$ cat config.mk
export PLATFORM = sky130hd
export DESIGN_NAME = prepare_for_fft_flat
export DESIGN_NICKNAME = d
export VERILOG_FILES = /design/src/rtl/prepare_for_fft_if.sv /design/src/rtl/prepare_for_fft.sv /design/src/flat_wrapper.sv
export SDC_FILE = /design/constraint.sdc
export NUM_CORES = 1
export LEC_CHECK = 0
export BUFFER_PORTS_ARGS = -buffer_cell sky130_fd_sc_hd__clkbuf_2
export CAP_MARGIN = 40
export CORE_AREA = 2 2 39 41
export CTS_CLUSTER_SIZE = 8
export DETAILED_ROUTE_END_ITERATION = 10
export DIE_AREA = 0 0 41 43
export SLEW_MARGIN = 10
export SYNTH_ARGS = -nofsm -noshare
export SYNTH_HDL_FRONTEND = slang
export SYNTH_SLANG_ARGS = --single-unit
$ cat constraint.sdc
create_clock -name clk -period 1.1 [get_ports clk]
set_clock_uncertainty 0.2 [all_clocks]
set_input_delay 0 -clock clk [delete_from_list [all_inputs] [get_ports clk]]
set_output_delay 0 -clock clk [all_outputs]
set_load 0.1 [all_outputs]
$ cat src/rtl/prepare_for_fft_if.sv
// Frame bus for the FFT input permutation stage: the sample frame and index table go in,
// and the registered permuted frame with its table-error flags comes out.
interface prepare_for_fft_if #(
    parameter int SAMPLES = 2,
    parameter int WIDTH   = 3
);
    localparam int IW = $clog2(SAMPLES);

    logic             in_valid;
    logic [WIDTH-1:0] input_stream  [SAMPLES];
    logic [IW-1:0]    new_indices   [SAMPLES];
    logic             out_valid;
    logic [WIDTH-1:0] output_stream [SAMPLES];
    logic             idx_range_err;
    logic             idx_perm_err;

    modport master (
        output in_valid, input_stream, new_indices,
        input  out_valid, output_stream, idx_range_err, idx_perm_err
    );

    modport slave (
        input  in_valid, input_stream, new_indices,
        output out_valid, output_stream, idx_range_err, idx_perm_err
    );
endinterface

$ cat src/rtl/prepare_for_fft.sv
// Registered gather stage ahead of the FFT butterflies: output_stream[k] = input_stream[new_indices[k]].
// Flags index tables that are out of range or that are not a permutation.
module prepare_for_fft #(
    parameter int SAMPLES = 2,
    parameter int WIDTH   = 3
) (
    input  logic                   clk,
    input  logic                   rst_n,
    prepare_for_fft_if.slave       bus
);
    localparam int IW = $clog2(SAMPLES);

    logic [WIDTH-1:0] w_gather [SAMPLES];
    logic [SAMPLES-1:0] w_seen;
    logic             w_range_err;
    logic             w_perm_err;

    logic             r_out_valid;
    logic [WIDTH-1:0] r_output_stream [SAMPLES];
    logic             r_idx_range_err;
    logic             r_idx_perm_err;

    // One mux per output slot. The "seen" vector marks every in-range source that has
    // already been claimed, so a second claim on the same source raises the duplicate flag.
    always_comb begin
        // NOTE: every signal written here gets a default first, so no path leaves one unassigned (no latch).
        w_seen      = '0;
        w_range_err = 1'b0;
        w_perm_err  = 1'b0;
        for (int k = 0; k < SAMPLES; k++) begin
            w_gather[k] = '0;
            if (32'(bus.new_indices[k]) < SAMPLES) begin
                w_gather[k] = bus.input_stream[bus.new_indices[k]];
                if (w_seen[bus.new_indices[k]]) begin
                    w_perm_err = 1'b1;
                end
                // NOTE: blocking assignment, because later iterations of this loop must see the update.
                w_seen[bus.new_indices[k]] = 1'b1;
            end else begin
                w_range_err = 1'b1;
            end
        end
    end

    always_ff @(posedge clk or negedge rst_n) begin
        if (!rst_n) begin
            // NOTE: the output array is a handful of flops rather than a RAM, so it takes a reset like any other register.
            r_out_valid     <= 1'b0;
            r_output_stream <= '{default: '0};
            r_idx_range_err <= 1'b0;
            r_idx_perm_err  <= 1'b0;
        end else begin
            r_out_valid <= bus.in_valid;
            // Data and flags hold between accepted beats; only out_valid drops.
            if (bus.in_valid) begin
                r_output_stream <= w_gather;
                r_idx_range_err <= w_range_err;
                r_idx_perm_err  <= w_perm_err;
            end
        end
    end

    assign bus.out_valid     = r_out_valid;
    assign bus.output_stream = r_output_stream;
    assign bus.idx_range_err = r_idx_range_err;
    assign bus.idx_perm_err  = r_idx_perm_err;
endmodule

$ cat src/flat_wrapper.sv
// flat-port wrapper written by rule: the top's interface ports become plain ports
module prepare_for_fft_flat 
#(
    parameter int SAMPLES = 2,
    parameter int WIDTH   = 3
)
  (clk, rst_n, bus_in_valid, bus_input_stream, bus_new_indices, bus_out_valid, bus_output_stream, bus_idx_range_err, bus_idx_perm_err);
  prepare_for_fft_if #(.SAMPLES(SAMPLES), .WIDTH(WIDTH)) bus_i ();
  input  logic clk;
  input  logic rst_n;
  input wire logic [$bits(bus_i.in_valid)-1:0] bus_in_valid;
  input wire logic [$bits(bus_i.input_stream)-1:0] bus_input_stream;
  input wire logic [$bits(bus_i.new_indices)-1:0] bus_new_indices;
  output wire logic [$bits(bus_i.out_valid)-1:0] bus_out_valid;
  output wire logic [$bits(bus_i.output_stream)-1:0] bus_output_stream;
  output wire logic [$bits(bus_i.idx_range_err)-1:0] bus_idx_range_err;
  output wire logic [$bits(bus_i.idx_perm_err)-1:0] bus_idx_perm_err;
  assign bus_i.in_valid = bus_in_valid;
  assign bus_i.input_stream = {>>{bus_input_stream}};
  assign bus_i.new_indices = {>>{bus_new_indices}};
  assign bus_out_valid = bus_i.out_valid;
  assign bus_output_stream = {>>{bus_i.output_stream}};
  assign bus_idx_range_err = bus_i.idx_range_err;
  assign bus_idx_perm_err = bus_i.idx_perm_err;
  prepare_for_fft #(.SAMPLES(SAMPLES), .WIDTH(WIDTH)) u_core (.clk(clk), .rst_n(rst_n), .bus(bus_i));
endmodule
* Word-level counts from Yosys, hierarchy flattened
Cells that the tools add are included.
** Storage, ports and cells
- Flip-flop bits (word level) :: 8
- Output and inout port bits :: 9
** Cells by class
- Mux-type cells :: 13
- Magnitude comparators :: 5
- Bitwise gates (word level) :: 2
- Reductions and logical operators :: 1
** Operator list (count)
- 3-bit two-way mux :: 6
- 1-bit two-way mux :: 6
- 2-bit >= comparator, second input constant :: 2
- 1-bit by 2-bit < comparator with 1-bit output, second input constant :: 2
- 1-bit inverter with 2-bit output :: 2
- 1-bit demux with 1-bit select :: 1
- 1-bit >= comparator, second input constant :: 1
- 1-bit logical AND :: 1

* Depth between registers and ports, before layout
- Word-level depth :: 7
- Mapped depth :: 3

* Worst setup path before layout
Ideal clock, no wire load.
- Path type :: reg2reg
- From :: register, netlist name u_core.bus.idx_perm_err
- To :: register u_core.r_idx_perm_err (netlist: u_core.bus.idx_perm_err)
- Setup time :: 0.126 ns
- Period minus slack after synthesis :: 1.458 ns
- Buffers on the path :: 0
- Arrival time :: 1.132 ns
- Stages on the path, launching flop included :: 2
- Setup slack :: -0.358 ns
- Cells stage by stage :: dfrtp_1 > mux2_4
** RTL lines
- to (signal assigned) :: RTL line prepare_for_fft.sv:58 : r_idx_perm_err <= w_perm_err;
- to (decl) :: RTL line prepare_for_fft.sv:21 : logic r_idx_perm_err;

* Worst setup path in the final report
- From :: register u_core.r_output_stream, in the netlist u_core.bus.output_stream[2]
- To :: output port bus_output_stream[2]
** RTL lines
- from (decl) :: RTL line prepare_for_fft.sv:19 : logic [WIDTH-1:0] r_output_stream [SAMPLES];
- from (signal assigned) :: RTL line prepare_for_fft.sv:56 : r_output_stream <= w_gather;
- to (decl) :: RTL line flat_wrapper.sv:15 : output wire logic [$bits(bus_i.output_stream)-1:0] bus_output_stream;
No word-level cell between the ends.

==> results.md <==
* Status: finished with violations
* Failing checks: hold timing, setup timing
* Post-Place Cells at 63
* CTS Buf Count at 3
* Final period utilization at 102.1%
* Post-synthesis cell type count at 10
* Synth top area share at 54.79%
* Peak supply drop at 606.5 uV
* M3 GR Usage at 4.712%
* Final hold violations at 16
* Worst setup path end: bus_output_stream[2]
* Layout net count at 70
* YS warnings at 0
* Number of global-route vias before repair at 319
* Sequential-to-total area share from yosys stat at 54.79%
* Initial antenna violation count at 0
* Resize count post-CTS at 0
* Clock share of power at 22.4%
* Crit path buffers/inverters at 1
* Crit-path slowest cell: dfrtp_4
* Top FF cell, synth: dfrtp_1
* Clock root buffer: clkbuf_4
* I/O Buffers at 18
* Sw Ratio at 40.31%
* Core area at 1384 um^2
* Final GP Congestion at 0.6374
* MaxCap Viol Count at 0
* Largest net degree at the start of global routing at 15
* Max FO, Critical Path at 2
* Clock period minus worst slack at 1.123 ns
* Final setup violation count at 7
* Avg Inst Size Synth at 11.07 um^2
* Worst setup path startpoint: u_core.bus.output_stream[2]$_DFFE_PN0P_
* Slowest stage delay, CP at 0.49 ns
* DR vias at 329
* Post-Syn Instances at 33
* Pleak at 0.0003164 uW
* Critical Path Stages at 1
* Worst skew pair latency at 0.25 ns
* Finished Cell Area at 693.2 um^2
* Clock buffer depth at 2
* Pre-Repair DR Iteration Count at 4
* Fmax at 890.1 MHz
* Sink Count at 8
* Antenna diode count at 0
* Global-route usage over all layers at 11.02%
* Clock-pin slew on the worst setup and hold paths at 0.06 ns
* Worst EP required at 0.90 ns
* Hold_buf cts at 7
* Number of enable flip-flop cells after synthesis at 0
* Top cell type by total area after synthesis: dfrtp_1
* Critical path's top delay family: flip-flops
* Psw at 446.1 uW
* Pins over their slew limit at 0
* GRT met1 Usage at 10.86%
* I/O Pins at 20
* Post-synthesis async set-or-reset flop share at 100.0%
* Reg power frac at 34.1%
* DP Area at 596.8 um^2
* Commonest cells in the netlist: dfrtp_1 (8), a21oi_1 (6), mux2i_1 (6), nor2_1 (6), buf_4 (2)
* P&R area growth vs syn at 89.73%
* Flops & latches, synth at 8
* ANT nets after route at 0
* Min Hold Slack at -0.1472 ns
* Syn Nets at 44
* Layer with the highest usage: met2
* Met2 usage at 17.19%
* R2r worst-path depth at 1
* CTS tree: done
* Share of layout cells above drive strength 1 at 50.00%
* Cell Area, Synth at 365.4 um^2
* Grt total ovfl at 0
* First-pass GRT wire length at 1255 um
* Initial drt markers at 6
* Critical Path Source Type: register
* RR Endpoint: u_core.bus.idx_perm_err$_DFFE_PN0P_
* Die span in x at 41 um
* Routed wire per std cell at 11.03 um
* Die Y at 43 um
* Cell with the most instances after synthesis: dfrtp_1
* Pwr dens at 1597 nW/um^2
* H-tree depth at 1
* Worst Hold Class: in2reg
* CP arrival at 0.92 ns
* Routed WL at 816 um
* Initial Util at 26.40%
* FF-to-FF Start: u_core.bus.idx_perm_err$_DFFE_PN0P_
* Critical path class: reg2out
* Total die area at 1763 um^2
* R2r setup slk at 0.02 ns
* Largest cells by area after synthesis: dfrtp_1 (55%), mux2i_1 (16%), a21oi_1 (8.2%)
* Gate power share at 43.5%
* Drt via density at 4.446
* # rows at 14
* Internal power at 660.6 uW
* RSZ-0062 raised after global routing: yes
* DRC viols at 0
* Finished Layout Cells at 74
* Setup slack after layout at -0.02344 ns
* Worst setup EP type: output port
* Worst path cell trace: buf_12
## cells by family (layout without fill, tap and decap cells)
family	count (synthesis)	count (layout)	synth area share, %
flip-flops	8	8	54.79
multiplexers	7	7	20.55
AO/OA/AOI/OAI	6	6	8.220
AND/OR/NAND/NOR	6	6	6.164
buffers and inverters	4	29	6.845
other	1	1	1.026
XOR/XNOR	1	1	2.398
## cell type report
cell class / instances / area, um^2
multi-input combinational: 21 / 140.1
tap: 16 / 20.02
fill: 123 / 690.7
timing repair buffer: 25 / 280.3
clock buffer: 4 / 26.28
sequential: 8 / 226.5
## how the worst min path moves through the flow
stage,startpoint,end,cells past startpoint
floorplan,rst_n,u_core.bus.out_valid$_DFF_PN0_,0
global placement,rst_n,u_core.bus.output_stream[2]$_DFFE_PN0P_,1
detailed placement,rst_n,u_core.bus.output_stream[2]$_DFFE_PN0P_,1
CTS,bus_in_valid,u_core.bus.out_valid$_DFF_PN0_,1
global route,bus_in_valid,u_core.bus.out_valid$_DFF_PN0_,1
finish,bus_in_valid,u_core.bus.out_valid$_DFF_PN0_,1
## registers in the layout (all words and copies together), names as in the netlist
name                      cells
u_core.bus.idx_perm_err       1
u_core.bus.output_stream      6
u_core.bus.out_valid          1
## per-stage QoR
stage	util, %	setup slack, ns	total power, uW	setup TNS [ns]
global route	50.09	-0.04217	1145	-0.2515
CTS	50.09	-0.02667	1115	-0.1344
global placement	43.13	0.04233	843.6	0
floorplan	-	-0.1268	670.3	-0.1268
finish	50.09	-0.02344	1107	-0.1056
detailed placement	43.13	0.02933	848.8	0
## power groups by stage
stage	registers [uW]	logic (uW)	clock network (uW)
finish	378	481	248
global route	381	498	266
floorplan	597	73.6	0
global placement	383	460	0
CTS	378	484	253
detailed placement	384	464	0
## layout by cell type, fill, tap and decap left out
cell and count:
buf_12 8, mux2_4 1, clkbuf_1 1, clkbuf_2 10, xnor2_1 1, a21oi_1 6
clkbuf_4 3, dlygate4sd3_1 7, dfrtp_4 7, conb_1 1, nor2_1 6, mux2i_1 6
dfrtp_1 1
## layer usage
| metal | vias to the layer above | wire, um | part of all wire (%) |
|---|---|---|---|
| met5 | - | 0 | 0 |
| li1 | 159 | - | - |
| met3 | 4 | 36 | 4.4 |
| met4 | 0 | 21 | 2.6 |
| met1 | 157 | 326 | 40 |
| met2 | 9 | 433 | 53 |
## timing repair
action                     CTS  global route
hold endpoints to repair    15            15
pin swaps                    0             0
setup endpoints to repair    7             7
setup buffers                0             0
(Power assumes the default switching activity.)
